[src/rtl/r5fp_mul_arb.sv]
`default_nettype none
//==============================================================================
// Module   : r5fp_mul_arb
// Brief    : Round-robin arbiter and sequencer sharing one pipelined R5FP
//            multiplier between NREQ requesters. Each requester may have one
//            op in flight. Its result comes back through a one-entry
//            response slot.
// Revision : 1.0 - initial release
//==============================================================================
module r5fp_mul_arb #(
  parameter int EXP_W = 5,
  parameter int SIG_W = 10,
  parameter int NREQ  = 2,
  parameter int LAT   = 2,
  localparam int W    = EXP_W + SIG_W + 1
) (
  input  logic                clk,
  input  logic                reset,
  input  logic [NREQ-1:0]     req_vld,
  output logic [NREQ-1:0]     req_rdy,
  input  logic [NREQ*W-1:0]   req_a,
  input  logic [NREQ*W-1:0]   req_b,
  input  logic [NREQ*3-1:0]   req_rnd,
  output logic [NREQ-1:0]     rsp_vld,
  input  logic [NREQ-1:0]     rsp_rdy,
  output logic [NREQ*W-1:0]   rsp_z,
  output logic [NREQ*8-1:0]   rsp_status,
  output logic                mul_in_vld,
  output logic [W-1:0]        mul_a,
  output logic [W-1:0]        mul_b,
  output logic [2:0]          mul_rnd,
  input  logic [W-1:0]        mul_z,
  input  logic [7:0]          mul_status
);

  localparam int PTR_W = (NREQ > 1) ? $clog2(NREQ) : 1;
  localparam int CW    = PTR_W + 1;

  // Illegal configurations are rejected at elaboration
  if ((NREQ < 2) || (NREQ > 8) || (LAT < 0)) begin : g_param_check
    $error("r5fp_mul_arb: NREQ must be 2..8 and LAT must be >= 0");
  end

  logic [PTR_W-1:0]          ptr_q, ptr_d;
  logic [NREQ-1:0]           inflight_q, inflight_d;
  logic [NREQ-1:0]           rsp_vld_q, rsp_vld_d;
  logic [NREQ*W-1:0]         rsp_z_q, rsp_z_d;
  logic [NREQ*8-1:0]         rsp_status_q, rsp_status_d;
  logic                      mul_in_vld_q, mul_in_vld_d;
  logic [W-1:0]              mul_a_q, mul_a_d;
  logic [W-1:0]              mul_b_q, mul_b_d;
  logic [2:0]                mul_rnd_q, mul_rnd_d;
  logic [LAT:0]              tag_vld_q, tag_vld_d;
  logic [LAT:0][PTR_W-1:0]   tag_idx_q, tag_idx_d;

  logic [NREQ-1:0]           elig;
  logic                      gnt_vld;
  logic [PTR_W-1:0]          gnt_idx;
  logic [CW-1:0]             cand_sum;
  logic [PTR_W-1:0]          cand_idx;

  // Grant: first eligible requester scanning from ptr, wrapping at NREQ
  always_comb begin
    elig     = req_vld & ~inflight_q & ~rsp_vld_q;
    gnt_vld  = 1'b0;
    gnt_idx  = '0;
    cand_sum = '0;
    cand_idx = '0;
    for (int o = 0; o < NREQ; o++) begin
      cand_sum = {1'b0, ptr_q} + CW'(o);
      if (cand_sum >= CW'(NREQ)) begin
        cand_sum = cand_sum - CW'(NREQ);
      end
      cand_idx = cand_sum[PTR_W-1:0];
      if (!gnt_vld && elig[cand_idx]) begin
        gnt_vld = 1'b1;
        gnt_idx = cand_idx;
      end
    end
    // No handshakes complete while reset is held
    if (reset) begin
      gnt_vld = 1'b0;
    end
    req_rdy = '0;
    if (gnt_vld) begin
      req_rdy[gnt_idx] = 1'b1;
    end
  end

  // Tag pipeline advances every cycle; stage 0 lines up with mul_in_vld
  if (LAT > 0) begin : g_tag_shift
    assign tag_vld_d = {tag_vld_q[LAT-1:0], gnt_vld};
    assign tag_idx_d = {tag_idx_q[LAT-1:0], gnt_idx};
  end else begin : g_tag_single
    assign tag_vld_d = gnt_vld;
    assign tag_idx_d = gnt_idx;
  end

  // Next state: issue on grant, capture when the last tag stage is valid, pop on rsp_rdy
  always_comb begin
    ptr_d        = ptr_q;
    inflight_d   = inflight_q;
    rsp_vld_d    = rsp_vld_q & ~rsp_rdy;
    rsp_z_d      = rsp_z_q;
    rsp_status_d = rsp_status_q;
    mul_in_vld_d = gnt_vld;
    mul_a_d      = mul_a_q;
    mul_b_d      = mul_b_q;
    mul_rnd_d    = mul_rnd_q;

    // Capture cannot hit a full slot: the owner was blocked from issuing
    if (tag_vld_q[LAT]) begin
      rsp_vld_d[tag_idx_q[LAT]]                       = 1'b1;
      inflight_d[tag_idx_q[LAT]]                      = 1'b0;
      rsp_z_d[int'(tag_idx_q[LAT])*W +: W]            = mul_z;
      rsp_status_d[int'(tag_idx_q[LAT])*8 +: 8]       = mul_status;
    end

    // A grant never targets the slot being captured (inflight blocks it)
    if (gnt_vld) begin
      inflight_d[gnt_idx] = 1'b1;
      mul_a_d             = req_a[int'(gnt_idx)*W +: W];
      mul_b_d             = req_b[int'(gnt_idx)*W +: W];
      mul_rnd_d           = req_rnd[int'(gnt_idx)*3 +: 3];
      ptr_d               = (gnt_idx == PTR_W'(NREQ-1)) ? '0 : gnt_idx + PTR_W'(1);
    end
  end

  // State registers with synchronous reset; reset also flushes in-flight tags
  always_ff @(posedge clk) begin
    if (reset) begin
      ptr_q        <= '0;
      inflight_q   <= '0;
      rsp_vld_q    <= '0;
      rsp_z_q      <= '0;
      rsp_status_q <= '0;
      mul_in_vld_q <= 1'b0;
      mul_a_q      <= '0;
      mul_b_q      <= '0;
      mul_rnd_q    <= '0;
      tag_vld_q    <= '0;
      tag_idx_q    <= '0;
    end else begin
      ptr_q        <= ptr_d;
      inflight_q   <= inflight_d;
      rsp_vld_q    <= rsp_vld_d;
      rsp_z_q      <= rsp_z_d;
      rsp_status_q <= rsp_status_d;
      mul_in_vld_q <= mul_in_vld_d;
      mul_a_q      <= mul_a_d;
      mul_b_q      <= mul_b_d;
      mul_rnd_q    <= mul_rnd_d;
      tag_vld_q    <= tag_vld_d;
      tag_idx_q    <= tag_idx_d;
    end
  end

  assign rsp_vld    = rsp_vld_q;
  assign rsp_z      = rsp_z_q;
  assign rsp_status = rsp_status_q;
  assign mul_in_vld = mul_in_vld_q;
  assign mul_a      = mul_a_q;
  assign mul_b      = mul_b_q;
  assign mul_rnd    = mul_rnd_q;

endmodule
`default_nettype wire

[config.mk]
export PLATFORM = sky130hd
export DESIGN_NAME = r5fp_mul_arb
export DESIGN_NICKNAME = d
export VERILOG_FILES = /design/src/rtl/r5fp_mul_arb.sv
export SDC_FILE = /design/constraint.sdc
export NUM_CORES = 1
export LEC_CHECK = 0
export CORE_MARGIN = 5
export CORE_UTILIZATION = 42
export CTS_CLUSTER_DIAMETER = 50
export CTS_CLUSTER_SIZE = 14
export DETAILED_ROUTE_END_ITERATION = 12
export PLACE_DENSITY = 0.92
export SLEW_MARGIN = 10
export SYNTH_ARGS = -nofsm -noshare
export SYNTH_HDL_FRONTEND = slang
export SYNTH_SLANG_ARGS = --single-unit
[constraint.sdc]
create_clock -name clk -period 3.1 [get_ports clk]
set_input_delay 0.31 -clock clk [delete_from_list [all_inputs] [get_ports clk]]
set_output_delay 0.31 -clock clk [all_outputs]
set_load 0.01 [all_outputs]
==> impl.org <==
** Placed design
- The congestion estimate from routability-driven global placement came to 0.808.
- Half-perimeter wire length after placement :: 8.00 mm
- Number of I/O port buffers :: 187
- Area after detailed placement :: 5400 sq um
- Timing analysis after detailed placement gives a worst setup slack of 0.684 ns.

** Worst setup path
- Critical path buffer and inverter count :: 3
- The cell family contributing the most delay on the critical path is buffers and inverters.
- Highest fanout seen on the critical path :: 49
- For the worst setup path, the data required time is 2.79 ns.
- Delay of the slowest cell on the worst path :: 0.63 ns
- Critical Path Source Type :: input port
- Tracing the worst setup path back leads to its startpoint at reset.
- The worst setup path is of the input port to output pin kind.
- Walking the worst path, the cells encountered are buf_2 > buf_4 > nor3b_4 > clkdlybuf4s50_1.
- Data on the critical path arrives at its endpoint at 2.14 ns.
- Slowest stage cell on the critical path :: sky130_fd_sc_hd__buf_2
- STA classifies the critical path endpoint as an output pin.
- Start of the worst register-to-register path :: inflight_q[0]

** Flow run
- Max capacitance violation total :: 0

** Route
- Wire length per cell after detailed routing :: 16.6 um
- The detailed router finished its first iteration with 146 violations.
- Once detail routing completed, the nets flagged for antenna violations numbered 0.
- In the routed layout, each cell is associated on average with a via count of 5.37.
- Across all layers, the routed design uses 3482 vias.
- Total detailed-routing wirelength :: 10.8 mm
- Initial DRT Pass Iterations :: 5
- Count of unresolved DRC violations after routing :: 0

** Yosys
- Share of flip-flops with an asynchronous set or reset :: 0
- The area fraction in compound gates after synthesis is 0.183.
- Synth cell count leaders :: sky130_fd_sc_hd__nand2_1 (97), sky130_fd_sc_hd__dfxtp_1 (94), sky130_fd_sc_hd__a21oi_1 (50)
- Of the post-synthesis cell area, the part taken by muxes is 0.
- For this run, the number of Yosys warnings is 0.
- Synthesis inferred 94 register bits.
- Synth Net Count :: 468
- The synthesized design contains 0 enable-type register cells.
- Cell with the most instances after synthesis :: sky130_fd_sc_hd__nand2_1
- Mapped Area :: 3510 sq um
- For this run, the leading register cell type out of synthesis is sky130_fd_sc_hd__dfxtp_1.
- The synthesized netlist contains 22 unique library cells.
- After synthesis, the mean cell area works out to 9.53 sq um.
- The largest total area in the synthesized netlist belongs to sky130_fd_sc_hd__dfxtp_1.
- The share of the Yosys chip area taken by registers is 0.536.
- Area fraction in and, or, nand and nor cells after synthesis :: 0.234
- Post-synthesis instance total :: 368
- Of the post-synthesis cell area, the dominant cell type holds 0.536.
- Area share of fa/ha/maj cells after synthesis :: 0
- After synthesis, the largest family of logic cells by area is simple AND/OR/NAND/NOR gates.
- Xor/xnor share of the synthesized area :: 0
- Most area-consuming cells after synthesis :: sky130_fd_sc_hd__dfxtp_1 (54%), sky130_fd_sc_hd__nand2_1 (10%), sky130_fd_sc_hd__a221o_1 (10%)

** STA
- Timing would allow up to 409 MHz.
- Slew at the pin closest to its max-slew limit :: 1.05 ns
- Number of pins with negative max-slew slack in the final report :: 0
- Dividing the final minimum period by the clock period gives 0.789.
- PnR worst setup slack :: 0.655 ns
- Setup repair after global routing left no endpoint under its margin.
- In this run the tightest slew margin relative to its limit is 0.298.
- Setup violations remaining at the end of the flow were counted as 0.
- Sum of negative setup slack :: 0 ns
- On the final layout, the worst clock skew is 0.0105 ns.
- Final hold slack :: 0.457 ns
- The clock period could shrink to 2.45 ns.
- The number of endpoints with negative hold slack in the final report was 0.

** Clock tree
- Post-CTS repair changed the size of 0 cells.
- H-Tree Level Count :: 3
- After clock tree synthesis, the flow added hold-fix buffers numbering 0.
- Clock network latency to the later pin of the worst-skew pair :: 0.35 ns
- Clock root cell :: sky130_fd_sc_hd__clkbuf_8
- Post-CTS setup buffer count :: 0
- TritonCTS built the clock tree.
- The clock passes through at most 2 buffers.
- CTS saw 94 sinks.
- Clock input transition at the sequential cells of the worst setup and hold paths :: 0.09 ns
- TritonCTS created 9 clock buffers.

** Power and ir drop
- Worst IR drop on VDD :: 0.287 mV
- Total leakage power :: 0.00192 uW
- Cell Pwr Density :: 486 nW/um^2

** Layout
- Area Growth Syn to Fin :: 60.3%
- Net count reported at finish :: 638
- In the final layout, the share of cells above drive strength 1 is 0.0552.
- For this run, the share of the core covered by cells in the final layout is 0.688.
- The number of antenna diodes in the final layout is 0.
- The layout has 609 filler cells.
- Fin area :: 5620 sq um

** Floorplan
- # IOs :: 188
- The floorplan step defined a die boundary enclosing 10300 sq um.
- The floorplan step set the die height to 101 um.
- Cell row count :: 33
- Initial standard-cell utilization of the core :: 0.429
- Measured along the x axis, the die boundary spans 101 um.
- The total area inside the core boundary comes to 8180 sq um.

** Min path
- Class of the most critical hold timing path :: flop to flop
- The startpoint identified for the worst hold timing path is tag_idx_d[2].

** Global route
- Total GRT Usage :: 0.203
- GR Overflow Total :: 0
- Number of global-route vias before repair :: 3381
- Number of antenna violations at the first check in global routing :: 0
- The first global-routing pass estimated 16.7 mm of wire.
- Entering global routing, the biggest net connects 50 pins.

** Outcome
- Outcome :: finished clean
where the power goes:
group	internal (uW)	switching (uW)
Clock	462	428
Sequential	1280	43.2
Combinational	310	207
Total	2050	678
worst register-to-register path, stage by stage, from the launching register on:
cell and delay (ns):
sky130_fd_sc_hd__dfxtp_1 0.38, sky130_fd_sc_hd__or4b_4 0.57, sky130_fd_sc_hd__a21oi_4 0.13, sky130_fd_sc_hd__buf_4 0.36, sky130_fd_sc_hd__a221o_1 0.26
stage by stage:
step | instances | total power [uW]
after global placement | 632 | 1860
after detailed placement | 632 | 1870
after floorplan | 368 | 1560
after CTS | 648 | 2750
after global routing | 648 | 2850
final | 648 | 2730
cell type report:
class                      count  area, sq um  share of cell area
inverter                       1         3.75            0.000667
multi-input combinational    239         1480               0.262
clock buffer                  10          128              0.0227
sequential                    94         1880               0.335
clock inverter                 6         92.6              0.0165
timing repair buffer         193         1910               0.340
tap                          105          131              0.0234
cell families (layout without fill, tap and decap cells):
group	after synthesis	after routing
AND/OR/NAND/NOR	150	150
flip-flops	94	94
buffers and inverters	35	210
AO/OA/AOI/OAI	89	89
flip-flops by register name, indices dropped and copies added, names as in the netlist:
name        flops
inflight_q      2
mul_b          16
rsp_status     16
rsp_z          32
tag_idx_q       1
mul_rnd         3
tag_idx_d       2
ptr_q           1
mul_a          16
tag_vld_q       3
rsp_vld         2
worst paths after layout:
kind                                     end  depth (start not counted)  slack (ns)
worst max-delay path              req_rdy[1]                          4        0.65
worst min-delay path            tag_idx_q[2]                          1        0.46
worst max register to register      mul_a[0]                          4        1.34
worst min register to register  tag_idx_q[2]                          1        0.46
layer usage:
layer | wire, um | GRT usage
met1 | 4130 | 0.242
met2 | 5160 | 0.337
met3 | 1390 | 0.0868
met4 | 65 | 0.0542
met5 | 0 | 0
placed cells by master, fill, tap and decap left out, types with 2 or more instances in the layout:
cell / n
sky130_fd_sc_hd__bufinv_16: 2
sky130_fd_sc_hd__dfxtp_1: 94
sky130_fd_sc_hd__a31o_2: 2
sky130_fd_sc_hd__clkbuf_8: 9
sky130_fd_sc_hd__nand2b_1: 3
sky130_fd_sc_hd__nand2_1: 97
sky130_fd_sc_hd__a221o_1: 35
sky130_fd_sc_hd__nor2b_1: 6
sky130_fd_sc_hd__clkdlybuf4s50_1: 186
sky130_fd_sc_hd__nor3b_4: 3
sky130_fd_sc_hd__a21oi_1: 50
sky130_fd_sc_hd__buf_4: 6
sky130_fd_sc_hd__nor4b_1: 35
sky130_fd_sc_hd__nor2_1: 2
(Power assumes the default switching activity.)
